### config.mk
export PLATFORM = sky130hd
export DESIGN_NAME = pipeline_hazard_controller
export DESIGN_NICKNAME = d
export VERILOG_FILES = /design/src/rtl/pipeline_hazard_controller.sv
export SDC_FILE = /design/constraint.sdc
export NUM_CORES = 1
export LEC_CHECK = 0
export BUFFER_PORTS_ARGS = -buffer_cell sky130_fd_sc_hd__clkbuf_2
export CAP_MARGIN = 20
export CORE_MARGIN = 5
export CORE_UTILIZATION = 49
export DETAILED_ROUTE_END_ITERATION = 8
export HOLD_SLACK_MARGIN = 0.06
export PLACE_DENSITY_LB_ADDON = 0.3
export SKIP_CTS_REPAIR_TIMING = 1
export SLEW_MARGIN = 0
export SYNTH_ARGS = -nofsm -noshare
export SYNTH_HDL_FRONTEND = slang
export SYNTH_SLANG_ARGS = --single-unit
export TNS_END_PERCENT = 30
### constraint.sdc
create_clock -name clk -period 2.1 [get_ports clk]
set_input_delay 0.105 -clock clk [delete_from_list [all_inputs] [get_ports clk]]
set_output_delay 0.105 -clock clk [all_outputs]
set_load 0.01 [all_outputs]
### src/rtl/pipeline_hazard_controller.sv
// Run/halt sequencing, load-use stall, branch flush and EX forwarding
// control for a 5-stage MIPS pipeline, with saturating event counters.
module pipeline_hazard_controller #(
  parameter int DRAIN_CYCLES = 4,
  parameter int CNT_W        = 16
) (
  input  logic             clk,
  input  logic             rst,
  input  logic             start,
  input  logic             halt_req,
  input  logic [4:0]       id_rs,
  input  logic [4:0]       id_rt,
  input  logic             id_uses_rt,
  input  logic [4:0]       ex_rs,
  input  logic [4:0]       ex_rt,
  input  logic             ex_mem_read,
  input  logic [4:0]       ex_rd,
  input  logic             mem_reg_write,
  input  logic [4:0]       mem_rd,
  input  logic             wb_reg_write,
  input  logic [4:0]       wb_rd,
  input  logic             branch_taken,
  output logic             pc_en,
  output logic             ifid_en,
  output logic             ifid_flush,
  output logic             idex_flush,
  output logic             exmem_flush,
  output logic [1:0]       fwd_a,
  output logic [1:0]       fwd_b,
  output logic             running,
  output logic [CNT_W-1:0] stall_count,
  output logic [CNT_W-1:0] flush_count
);

  localparam int DW = (DRAIN_CYCLES > 1) ? $clog2(DRAIN_CYCLES) : 1;
  localparam logic [DW-1:0] DRAIN_INIT = DW'(DRAIN_CYCLES - 1);

  typedef enum logic [1:0] {
    S_IDLE,
    S_RUN,
    S_DRAIN,
    S_HALT
  } state_t;

  state_t           r_state;
  logic [DW-1:0]    r_drain;
  logic [CNT_W-1:0] r_stall;
  logic [CNT_W-1:0] r_flush;
  logic             w_load_use;
  logic             w_run;

  assign w_run = (r_state == S_RUN);
  assign w_load_use = ex_mem_read && (ex_rd != 5'd0) &&
                      ((ex_rd == id_rs) ||
                       (id_uses_rt && (ex_rd == id_rt)));

  assign running     = w_run;
  assign stall_count = r_stall;
  assign flush_count = r_flush;

  always_comb begin
    pc_en       = 1'b0;
    ifid_en     = 1'b0;
    ifid_flush  = 1'b0;
    idex_flush  = 1'b0;
    exmem_flush = 1'b0;
    unique case (r_state)
      S_RUN: begin
        pc_en   = 1'b1;
        ifid_en = 1'b1;
        if (branch_taken) begin
          ifid_flush  = 1'b1;
          idex_flush  = 1'b1;
          exmem_flush = 1'b1;
        end else if (w_load_use) begin
          pc_en      = 1'b0;
          ifid_en    = 1'b0;
          idex_flush = 1'b1;
        end
      end
      S_DRAIN: begin
        // PC frozen; IF/ID keeps loading NOPs so the tail drains out
        ifid_en    = 1'b1;
        ifid_flush = 1'b1;
        if (branch_taken) begin
          idex_flush  = 1'b1;
          exmem_flush = 1'b1;
        end
      end
      default: ;
    endcase
  end

  always_comb begin
    fwd_a = 2'b00;
    if (mem_reg_write && (mem_rd != 5'd0) && (mem_rd == ex_rs))
      fwd_a = 2'b10;
    else if (wb_reg_write && (wb_rd != 5'd0) && (wb_rd == ex_rs))
      fwd_a = 2'b01;
  end

  always_comb begin
    fwd_b = 2'b00;
    if (mem_reg_write && (mem_rd != 5'd0) && (mem_rd == ex_rt))
      fwd_b = 2'b10;
    else if (wb_reg_write && (wb_rd != 5'd0) && (wb_rd == ex_rt))
      fwd_b = 2'b01;
  end

  always_ff @(posedge clk) begin
    if (rst) begin
      r_state <= S_IDLE;
      r_drain <= '0;
      r_stall <= '0;
      r_flush <= '0;
    end else begin
      unique case (r_state)
        S_IDLE: begin
          if (start) r_state <= S_RUN;
        end
        S_RUN: begin
          if (branch_taken) begin
            if (r_flush != '1) r_flush <= r_flush + 1'b1;
          end else if (w_load_use) begin
            if (r_stall != '1) r_stall <= r_stall + 1'b1;
          end else if (halt_req) begin
            r_state <= S_DRAIN;
            r_drain <= DRAIN_INIT;
          end
        end
        S_DRAIN: begin
          if (r_drain == '0) r_state <= S_HALT;
          else r_drain <= r_drain - 1'b1;
        end
        S_HALT: ;
        default: r_state <= S_IDLE;
      endcase
    end
  end

endmodule

* Word level (Yosys, flattened, before mapping)
Index checks and enable logic that the tools add are counted.
Operators by class: add/subtract/negate cells 3, bitwise operators 1, equality and inequality tests 16, muxes and demuxes 25, reduce and logical (&&, ||, !) cells 22
Operator list (count):
- $add 16x1->16 const B | 2
- $ne 16x16->1 const B | 2
- $eq 5x5->1 | 6
- $mux 2 | 11
- $reduce_bool 5->1 | 3
- $ne 2x2->1 const B | 6
- $logic_and 1x1->1 | 9
- $mux 1 | 9
- $pmux 1 s2 | 3
- $pmux 2 s3 | 1
- $reduce_and 6->1 | 1
- $reduce_and 5->1 | 1
- $logic_not 2->1 | 2
- $pmux 2 s2 | 1
- $reduce_and 4->1 | 1
- $reduce_and 3->1 | 1
- $reduce_bool 3->1 | 1
- $eq 2x1->1 const B | 1
- $eq 2x2->1 const B | 1
- $reduce_bool 2->1 | 1
- $reduce_or 2->1 | 1
- $sub 2x1->2 const B | 1
- $logic_or 1x1->1 | 1
- $not 1->1 | 1
Storage, ports and cells: register bits 36, output and inout bits 42

* Logic depth before layout (Yosys ltp)
depth after elaboration 7, depth in mapped cells 8, depth with buffers taken out 8

* Worst setup path before layout
OpenSTA, ideal clock, no wires.
path type flip-flop to flip-flop, start register r_state[1], end register r_stall[10] (netlist: stall_count[10]), stages on the path, launching flop included 8, setup slack 0.134 ns, arrival 1.895 ns, path through dfxtp_1 > inv_1 > ha_1 > inv_1 > nor4_4 > nand2_4 > or4_1 > a21oi_1
Between the ends: word-level cells in the longest chain between the ends 2
Ends and longest elaborated chain:
- start: declaration | RTL line 45 | state_t r_state;
- start signal: assignment | RTL line 112 | r_state <= S_IDLE;
- start signal: assignment | RTL line 119 | if (start) r_state <= S_RUN;
- start signal: assignment | RTL line 127 | r_state <= S_DRAIN;
- $eq 2x1->1
- net running | RTL line 30 | output logic running,
- $reduce_and 4->1 (no source line)
- end signal: assignment | RTL line 125 | if (r_stall != '1) r_stall <= r_stall + 1'b1;
- end: declaration | RTL line 47 | logic [CNT_W-1:0] r_stall;
The timed path passes the listed nets, and every way through them passes these cells. A chain may end at the register's enable or synchronous reset.

* Final worst setup path
start register r_state[1], end register r_stall[10] (netlist: stall_count[10])
Between the ends: word-level cells in the longest chain between the ends 2
Ends and longest elaborated chain:
- $eq 2x1->1 | RTL line 117 | unique case (r_state)
- $reduce_and 4->1 (no source line)
Every way passes these cells.

==> impl_metrics.toml <==
[place]
gp_routability_congestion = 0.771
detailedPlacementHpwl_mm = 4.33
io_buffers = 85

[finish]
final_net_count = 409
flow.area_growth_from_synthesis_pct = 27.1
mostFrequentLayoutCells = "clkbuf_2 (85), nor2_1 (37), dfxtp_1 (36), xor2_1 (30), xnor2_1 (24)"
finish.utilization_pct = 64.9
drive_gt1_share_pct = 30.4
n_antenna_cell = 0
layout_commonest_cell = "clkbuf_2"

[clocking]
clock_path_buffers = 2
numCtsBuffers = 5
clk_pin_slew_worst_paths_ns = 0.07
cts.htree.levels = 2
tritoncts_num_sinks = 36
clockRootBuffer = "clkbuf_8"
tritoncts_clock_tree = "yes"
clk_latency_ns = 0.29

[pwr]
vdd.ir_drop.worst_uv = 592
leakagePower_nw = 1.25
powerDensity_mw_per_mm2 = 672

[synthesis]
synth-seq-area-share_pct = 32.0
synth_cell_types = 43
yosysWarnings = 0
synth.cell_area_mm2 = 0.00225
synth_enable_flop_cells = 0
synth-main-ff-cell = "dfxtp_1"
netlist_instances = 265
synth_seq_cells = 36
postSynthAreaPerCell_um2 = 8.50
syn-num-nets = 317
async_reset_ff_share_pct = 0

[routing]
via_total_after_detailed_routing = 2181
number_of_violations_reported_at_the_end_of_detailed_routing_iteration_0 = 129
ant_nets = 0
drt_pass1_iterations = 4
drt_drc_violations_left = 0
average_vias_per_placed_instance = 5.32
wl_per_cell_um = 13.4
route.final.wire_length_mm = 5.51

[worst_setup_path]
crit_required_ns = 2.31
setup.worst_path.end = "stall_count[10]"
worst-endpoint-arrival_ns = 2.18
setup.worst_path.class = "register to register"
rr_startpoint = "r_state[1]"
r2r-end = "stall_count[10]"
setup.reg_to_reg.worst_slack_ns = 0.13
worst-path-max-fanout = 9
reg2regPathDepth = 7
critical_path.startpoint = "r_state[1]"
critPathLaunchType = "register"
critical_path.endpoint_type = "register"

[sta]
clock-skew-final_ns = 0.00528
maxClockFrequency_ghz = 0.509
tns_ns = 0
hold_viol = 0
timing.slew.headroom_pct = 71.2
report.final.slew_viol_count = 0
min_period_ns = 1.97
grt_setup_unrepaired = "false"
share_of_the_clock_period_used_by_the_worst_path_pct = 93.6
setup_viol = 0
tightestPinTransition_ns = 0.428

[floorplan]
pin_count = 86
floorplan_die_width_um = 77.8
dieHeight_um = 77.8
die_area_mm2 = 0.00605
initial_standard_cell_utilization_of_the_core_pct = 51.0
floorplan.core_area_mm2 = 0.00441
floorplan.rows = 24

[flow_run]
max_cap_viol_count = 0

[global_route]
grt_antenna_before_repair = 0
grt_pass1_wl_mm = 9.36
grt_use_total_pct = 18.3
grt_busiest_layer = "met2"
grtUsageMet2_pct = 29.9
number_of_global_route_vias_before_repair = 2106
grt-ovfl-total = 0
largest_net_degree_at_the_start_of_global_routing = 21
use_met3_pct = 5.32
use_met1_pct = 23.2

[status]
outcome = "complete, no violations"

[hold_path]
min-delay-path-class = "primary input to register"
## worst min path at each step
stage | startpoint | endpoint | slack, ns | cells past startpoint
after floorplan | branch_taken | exmem_flush | 0.36 | 1
after global placement | r_drain[1] | r_drain[1] | 0.48 | 2
after detailed placement | stall_count[14] | stall_count[14] | 0.50 | 2
after CTS | rst | stall_count[14] | 0.24 | 2
after global routing | rst | stall_count[10] | 0.26 | 2
final | rst | stall_count[14] | 0.24 | 2
## Yosys cell counts (4+ instances only)
| cell | count | area share, % |
|---|---|---|
| nor2_1 | 37 | 6.2 |
| dfxtp_1 | 36 | 32 |
| xor2_1 | 30 | 12 |
| xnor2_1 | 24 | 9.3 |
| nand2_1 | 16 | 2.7 |
| nand3_1 | 14 | 3.1 |
| nand4_1 | 11 | 3.1 |
| inv_1 | 10 | 1.7 |
| ha_1 | 8 | 4.4 |
| and2_1 | 7 | 1.9 |
| or4_1 | 7 | 2.3 |
| a21oi_1 | 6 | 1.3 |
| and3_1 | 5 | 1.4 |
| o21ai_0 | 5 | 1.1 |
| clkbuf_1 | 4 | 0.67 |
| nor4_1 | 4 | 1.1 |
## layout make-up
type	instances	area (µm²)
fillers	396	1550
multi-input cells	213	1480
inverters	10	37.5
flip-flops and latches	36	721
clock buffers	8	90.1
well taps	52	65.1
repair buffers	91	470
## critical path, stage by stage (launching register included)
cell and delay [ns]:
dfxtp_1 0.34, inv_1 0.11, ha_2 0.28, inv_1 0.12, nor4_4 0.33, nand2_4 0.14
or4_1 0.43, a21oi_1 0.15
## state kept, by name, summed over array words and instances (netlist names)
| signal | flops |
|---|---|
| r_state | 2 |
| flush_count | 16 |
| stall_count | 16 |
| r_drain | 2 |
## cells by family (layout without fill, tap and decap cells)
logic type | Yosys count | count (layout) | synth area share, %
xor gates and xnor gates | 54 | 54 | 21.0
DFF | 36 | 36 | 32.0
AOI/OAI and AO/OA | 29 | 29 | 9.33
and+or+nand+nor | 118 | 118 | 28.7
muxes | 4 | 4 | 1.83
buffers and inverters | 16 | 109 | 2.72
adders and majority gates | 8 | 8 | 4.44
## through the flow
stage | hold slack [ns] | instances | area, µm² | setup WS (ns) | power (mW)
after floorplan | 0.360 | 265 | 2250 | 0.134 | 1.20
after global placement | 0.484 | 402 | 2760 | 0.185 | 1.40
after detailed placement | 0.496 | 402 | 2760 | 0.0710 | 1.42
after CTS | 0.241 | 410 | 2850 | 0.0556 | 1.93
after global routing | 0.264 | 410 | 2860 | 0.00405 | 2.06
final | 0.235 | 410 | 2860 | 0.134 | 1.92
## power by group
| group | internal [mW] | switching (mW) | leakage [nW] | total, mW |
|---|---|---|---|---|
| clock | 0.268 | 0.242 | 0.0455 | 0.510 |
| combinational | 0.281 | 0.371 | 0.910 | 0.652 |
| sequential | 0.725 | 0.0383 | 0.291 | 0.763 |
## layer usage
| metal | up-vias | wire length [µm] | share of wire [%] |
|---|---|---|---|
| met5 | - | 0 | 0 |
| met4 | 0 | 83 | 1.5 |
| met3 | 10 | 352 | 6.4 |
| met2 | 58 | 2630 | 48 |
| met1 | 997 | 2440 | 44 |
| li1 | 1116 | - | - |
Note: power is estimated with default switching activity, not from simulation.
